$ cat src/rtl/mac_sequencer.sv
// Job sequencer for the 8-bit multiply-accumulate path: clears the accumulator at job start,
// accumulates len operand-pair products with wrap-around and hands the result over valid/ready.
module mac_sequencer #(
    parameter int DATA_W = 8,
    parameter int ACC_W  = 8,
    parameter int CNT_W  = 8
) (
    input  logic              clk,
    input  logic              rst_n,
    input  logic              start,
    input  logic [CNT_W-1:0]  len,
    input  logic              abort,
    output logic              busy,
    input  logic              in_valid,
    output logic              in_ready,
    input  logic [DATA_W-1:0] a,
    input  logic [DATA_W-1:0] b,
    output logic              res_valid,
    input  logic              res_ready,
    output logic [ACC_W-1:0]  result,
    output logic              overflow
);

    localparam int PROD_W = 2 * DATA_W;
    localparam int SUM_W  = ((ACC_W > PROD_W) ? ACC_W : PROD_W) + 1;

    typedef enum logic [1:0] {
        IDLE = 2'd0,
        RUN  = 2'd1,
        DONE = 2'd2
    } state_t;

    state_t             state;
    state_t             state_nxt;
    logic [ACC_W-1:0]   acc;
    logic [CNT_W-1:0]   remaining;
    logic               ovf;

    logic               job_start;
    logic               beat;
    logic [PROD_W-1:0]  product;
    logic [SUM_W-1:0]   sum;
    logic               sum_ovf;

    // abort wins over a same-cycle beat, so the aborted pair never reaches acc.
    assign job_start = (state == IDLE) && start;
    assign beat      = (state == RUN) && in_valid && !abort;

    assign product = PROD_W'(a) * PROD_W'(b);
    assign sum     = SUM_W'(acc) + SUM_W'(product);
    assign sum_ovf = |sum[SUM_W-1:ACC_W];

    // NOTE: sequential state uses non-blocking (<=) so every register samples pre-edge values.
    always_ff @(posedge clk or negedge rst_n) begin
        if (!rst_n) begin
            state <= IDLE;
        end else begin
            state <= state_nxt;
        end
    end

    // NOTE: state_nxt is defaulted before the case so no path leaves it unassigned (no latch).
    always_comb begin
        state_nxt = state;
        unique case (state)
            IDLE: begin
                if (start) begin
                    state_nxt = (len == '0) ? DONE : RUN;
                end
            end
            RUN: begin
                if (abort) begin
                    state_nxt = IDLE;
                end else if (beat && (remaining == CNT_W'(1))) begin
                    state_nxt = DONE;
                end
            end
            DONE: begin
                if (res_ready) begin
                    state_nxt = IDLE;
                end
            end
            default: state_nxt = IDLE;
        endcase
    end

    always_ff @(posedge clk or negedge rst_n) begin
        if (!rst_n) begin
            acc       <= '0;
            remaining <= '0;
            ovf       <= 1'b0;
        end else if (job_start) begin
            acc       <= '0;
            remaining <= len;
            ovf       <= 1'b0;
        end else if (beat) begin
            acc       <= sum[ACC_W-1:0];
            remaining <= remaining - CNT_W'(1);
            ovf       <= ovf | sum_ovf;
        end
    end

    // Handshake outputs depend on state only; result/overflow are masked outside DONE.
    assign in_ready  = (state == RUN);
    assign busy      = (state == RUN) || (state == DONE);
    assign res_valid = (state == DONE);
    assign result    = res_valid ? acc : '0;
    assign overflow  = res_valid ? ovf : 1'b0;

endmodule

$ cat config.mk
export PLATFORM = sky130hd
export DESIGN_NAME = mac_sequencer
export DESIGN_NICKNAME = d
export VERILOG_FILES = /design/src/rtl/mac_sequencer.sv
export SDC_FILE = /design/constraint.sdc
export NUM_CORES = 1
export LEC_CHECK = 0
export ABC_AREA = 1
export CAP_MARGIN = 20
export CORE_ASPECT_RATIO = 1.75
export CORE_MARGIN = 2
export CORE_UTILIZATION = 60
export CTS_CLUSTER_DIAMETER = 80
export DETAILED_ROUTE_END_ITERATION = 8
export PLACE_DENSITY = 0.93
export SYNTH_ARGS = -nofsm -noshare
export SYNTH_HDL_FRONTEND = slang
export SYNTH_SLANG_ARGS = --single-unit
$ cat constraint.sdc
create_clock -name clk -period 6.9 [get_ports clk]
set_input_delay 1.38 -clock clk [delete_from_list [all_inputs] [get_ports clk]]
set_output_delay 1.38 -clock clk [all_outputs]
set_load 0.02 [all_outputs]
### Word level (Yosys, flattened, before mapping)

Index checks and enable logic that the tools add are counted.

* add/subtract/negate cells: 2
* $mul: 1
* equality and inequality tests: 6
* multiplexer cells: 14
* bitwise logic cells: 1
* reductions and logical operators: 11

Operator list (count)
* 2-to-1 mux 8 bit: 5
* adder 8 x 16 -> 17 bit: 1
* multiplier 8 x 8 -> 16 bit: 1
* 2-to-1 mux 2 bit: 5
* OR reduction 9 bit: 1
* == test 8 x 1 -> 1 bit (second input constant): 1
* logical NOT 8 bit: 1
* subtractor 8 x 1 -> 8 bit (second input constant): 1
* one-hot mux 2 bit (3 select lines): 1
* logical AND 1 bit: 4
* 2-to-1 mux 1 bit: 3
* inequality test 3 x 2 -> 1 bit (second input constant): 1
* AND reduction 3 bit: 1
* == test 2 x 1 -> 1 bit (second input constant): 1
* == test 2 bit (second input constant): 1
* logical NOT 2 bit: 1
* inequality test 2 x 1 -> 1 bit (second input constant): 1
* inequality test 2 bit (second input constant): 1
* nonzero test 2 bit: 1
* logical NOT 1 bit: 1
* logical OR 1 bit: 1
* OR 1 bit: 1

* flip-flop bits (word level): 19
* input bits: 30
* output and inout port bits: 12
* word-level logic and storage cells: 39

### Depth between registers and ports, before layout

* word-level depth: 7
* mapped depth: 26
* depth with buffers taken out: 25

### Worst setup path before layout

OpenSTA, ideal clock, no wires.

* kind: input to register
* start point: input port b[7]
* end point: register ovf
* arrival: 4994 ps
* path slack: 1789 ps
* stages: 21
* cells stage by stage: clkbuf_1 -> nand2_1 -> fa_1 -> fa_1 -> inv_1 -> fa_1 -> inv_1 -> fa_1 -> inv_1 -> ha_1 -> nand2_1 -> nor2_1 -> nand3_1 -> nand2_1 -> nand2_1 -> nand3_1 -> nand3_1 -> nor2_1 -> nand2_1 -> nand2_1 -> nand2_1

* word-level cells in the longest chain between the ends: 6

Ends and longest elaborated chain
* start: declaration: RTL line 17 `input logic [DATA_W-1:0] b,`
* multiplier 8 x 8 -> 16 bit: RTL line 49 `assign product = PROD_W'(a) * PROD_W'(b);`
* adder 8 x 16 -> 17 bit: RTL line 50 `assign sum = SUM_W'(acc) + SUM_W'(product);`
* OR reduction 9 bit: RTL line 51 `assign sum_ovf = |sum[SUM_W-1:ACC_W];`
* OR 1 bit: RTL line 99 `ovf <= ovf | sum_ovf;`
* 2-to-1 mux 1 bit: RTL line 96 `end else if (beat) begin`
* 2-to-1 mux 1 bit: RTL line 92 `end else if (job_start) begin`
* end signal: assignment: RTL line 99
* end: declaration: RTL line 37 `logic ovf;`

Every way passes these cells. The select of a mux whose other input is x is not followed.
A chain may end at the register's enable or synchronous reset.

### Worst setup path after layout

* start point: input port a[0]
* end point: register ovf

* word-level cells in the longest chain between the ends: 6

Ends and longest elaborated chain
* start: declaration: RTL line 16 `input logic [DATA_W-1:0] a,`
* multiplier 8 x 8 -> 16 bit: RTL line 49
* adder 8 x 16 -> 17 bit: RTL line 50
* OR reduction 9 bit: RTL line 51
* OR 1 bit: RTL line 99
* 2-to-1 mux 1 bit: RTL line 96
* 2-to-1 mux 1 bit: RTL line 92

Every way passes these cells. The select of a mux whose other input is x is not followed.

==> qor.yml <==
status: "complete, no violations"
path_cells: "clkdlybuf4s50_1 > nand2_1 > fa_1 > fa_1 > inv_1 > fa_1 > inv_1 > fa_1 > inv_1 > ha_1 > nand2_1 > inv_1 > nand3_1 > nand2_1 > nand2_1 > nand2_1 > nor2_1 > nand2_1 > nor2_1 > nand2_1 > nand2_1 > nand2_1"
gp_congestion: 0.9271
ant_nets: 0
ios: 42
cp_common_cell: "nand2_1"
synthTopCellsByCount: "168 x nand2_1, 145 x inv_1, 45 x ha_1"
crit_buf_inv: 5
root_buffer: "clkbuf_8"
maxSlewViolCount: 0
io_buffers: 41
hpwl_um: 7747
relSlewSlack_pct: 42.17
syn_inst: 535
synth_top_area_cell: "fa_1"
seqPwrFrac_pct: 13.4
critPathKind: "in2reg"
row_count: 38
max_stage_delay_ns: 0.66
antenna_found_initial: 0
rsz0062_at_grt: "no"
leakage_nw: 2.529
sw_frac_of_total_pct: 56.93
insertion_delay_ns: 0.26
synth_top_flop_cell: "dfrtp_1"
tritoncts: "built"
cp-end-kind: "flip-flop"
finalSetupViolCount: 0
min_period_ns: 5.645
drtIter0Drc: 243
cpLargestDelayFamily: "adder cells"
fin_crit_sh_pct: 81.81
die_x_um: 63.51
netlist_area_mm2: 0.003719
final_nets: 683
numCtsBuffers: 3
synth_cell_type_count: 30
cts_resized: 0
drive_above_1_share_pct: 2.309
ir_drop_v: 0.0002517
drt_first_pass_iters: 5
crit_arrival_ns: 5.81
yosysWarnings: 0
grt_max_degree: 20
fillers: 484
clockPowerShare_pct: 5.6
clock-sinks: 19
floorplan.initialDensity_pct: 61.10
synth.most_common_cell: "nand2_1"
worst_pin_slew_ns: 0.8647
worst-path-max-fanout: 8
synth_edf_count: 0
grt_pass1_vias: 3549
htree_levels: 1
synth_top_area_share_pct: 23.69
max_freq_ghz: 0.1772
core_mm2: 0.006086
worstHoldPathType: "reg2reg"
dp_slack_ns: 1.041
post_cts_buffers: 0
worstPathRequired_ns: 7.06
crit_slowest_cell: "clkdlybuf4s50_1"
synth.ff_latch_count: 19
drv_cap: 0
track_usage_pct: 27.05
powerDensity_mw_per_mm2: 345.0
wl_per_cell_um: 13.88
dieArea_mm2: 0.006868
clk_path_buf_depth: 2
layout-area-overhead-vs-synth_pct: 13.29
synth_area_per_cell_um2: 6.951
hold_viol: 0
routed_wl_um: 8928
grt_pass1_wl_um: 14780
combPwrFrac_pct: 81.0
grt.overflow.total: 0
via_count: 3445
cellInternalPower_w: 0.0006261
ys_async_sr_fraction_pct: 100.0
cts.clk_slew.worst_paths_ns: 0.08
start_kind: "primary input"
num_antenna_cells: 0
switchingPower_w: 0.0008275
syn_nets: 654
setup_tns_ns: 0
viasPerCell: 5.358
final.setup.worst_slack_ns: 1.255
ctsHoldBuffers: 0
synth_area_leaders: "fa_1 24%, nand2_1 17%, ha_1 15%"
fin_skew_ns: 0.006118
seq_area_frac_synth_pct: 12.79
drc_errors: 0
finalPower_w: 0.001454
fp.dieH_um: 108.1
==> cell usage in the layout, fill, tap and decap left out, drive strengths merged, types with 3 or more instances in the layout <==
cell and n:
clkbuf 3, clkdlybuf4s50 41, ha 45, nand2 170, o21ai 7, dfrtp 19, a21oi 8, nor3 4
nand3 26, inv 147, fa 44, o211ai 4, nand4 5, nor2 22, xor2 4
==> registers in the layout (all words and copies together), names as in the netlist <==
signal / count
remaining: 8
state: 2
acc: 8
ovf: 1
==> power groups by stage <==
stage / combinational (W) / clock, W / sequential, W
6_report: 0.00118 / 0.0000807 / 0.000195
4_1_cts: 0.00117 / 0.0000806 / 0.000193
3_5_place_dp: 0.00116 / 0 / 0.000194
5_1_grt: 0.00133 / 0.0000851 / 0.000199
2_1_floorplan: 0.000877 / 0 / 0.000183
3_3_place_gp: 0.00111 / 0 / 0.000190
==> worst paths after layout <==
path,start,endpoint,slack (ns),cells after the start
max,a[0],ovf,1.26,22
min,ovf,ovf,0.49,2
max reg2reg,acc[7],ovf,2.82,21
min reg2reg,ovf,ovf,0.49,2
max in group asynchronous,rst_n,acc[0],4.76,1
min in group asynchronous,rst_n,remaining[3],1.60,1
==> final cells by class <==
cell class | count | area (um2) | area share (%)
sequential | 19 | 475.5 | 11.29
clock buffer | 3 | 41.29 | 0.9801
timing repair buffer | 41 | 410.4 | 9.742
multi-input combinational | 352 | 2626 | 62.34
inverter | 147 | 551.8 | 13.10
clock inverter | 1 | 7.507 | 0.1782
tap | 80 | 100.1 | 2.376
==> worst register-to-register path, stage by stage, from the launching register on <==
cell and delay (ns):
dfrtp_1 0.36, inv_1 0.11, fa_1 0.55, inv_1 0.05, fa_1 0.47, fa_1 0.49, inv_1 0.06, fa_1 0.56
inv_1 0.05, ha_1 0.34, nand2_1 0.13, inv_1 0.06, nand3_1 0.11, nand2_1 0.07, nand2_1 0.08, nand2_1 0.09
nor2_1 0.11, nand2_1 0.06, nor2_1 0.09, nand2_1 0.06, nand2_1 0.05, nand2_1 0.04
==> stage by stage <==
stage               util (%)  area [um2]  std cells  hold slack (ns)
CTS                    69.22        4213        643           0.4899
finish                 69.22        4213        643           0.4851
global route           69.22        4213        643           0.5134
global placement       68.42        4164        639           0.4693
detailed placement     68.42        4164        639           0.4689
floorplan                  -        3719        535           0.4492
==> layer usage <==
metal | routed length [um] | global-route usage [%] | up-vias
met3 | 345 | 3.122 | 44
met4 | 439 | 13.35 | 0
met2 | 5151 | 54.44 | 131
met1 | 2992 | 26.26 | 1637
li1 | - | - | 1633
met5 | 0 | 0 | -
==> logic make-up (layout without fill, tap and decap cells) <==
family	count (synthesis)	count (layout)	share of synthesized area [%]
XOR/XNOR	6	6	1.413
adder cells (fa/ha/maj)	89	89	38.83
AND/OR/NAND/NOR	230	230	25.54
buffers and inverters	164	192	16.59
AO/OA/AOI/OAI	27	27	4.845
flip-flops	19	19	12.79
(Power assumes the default switching activity.)
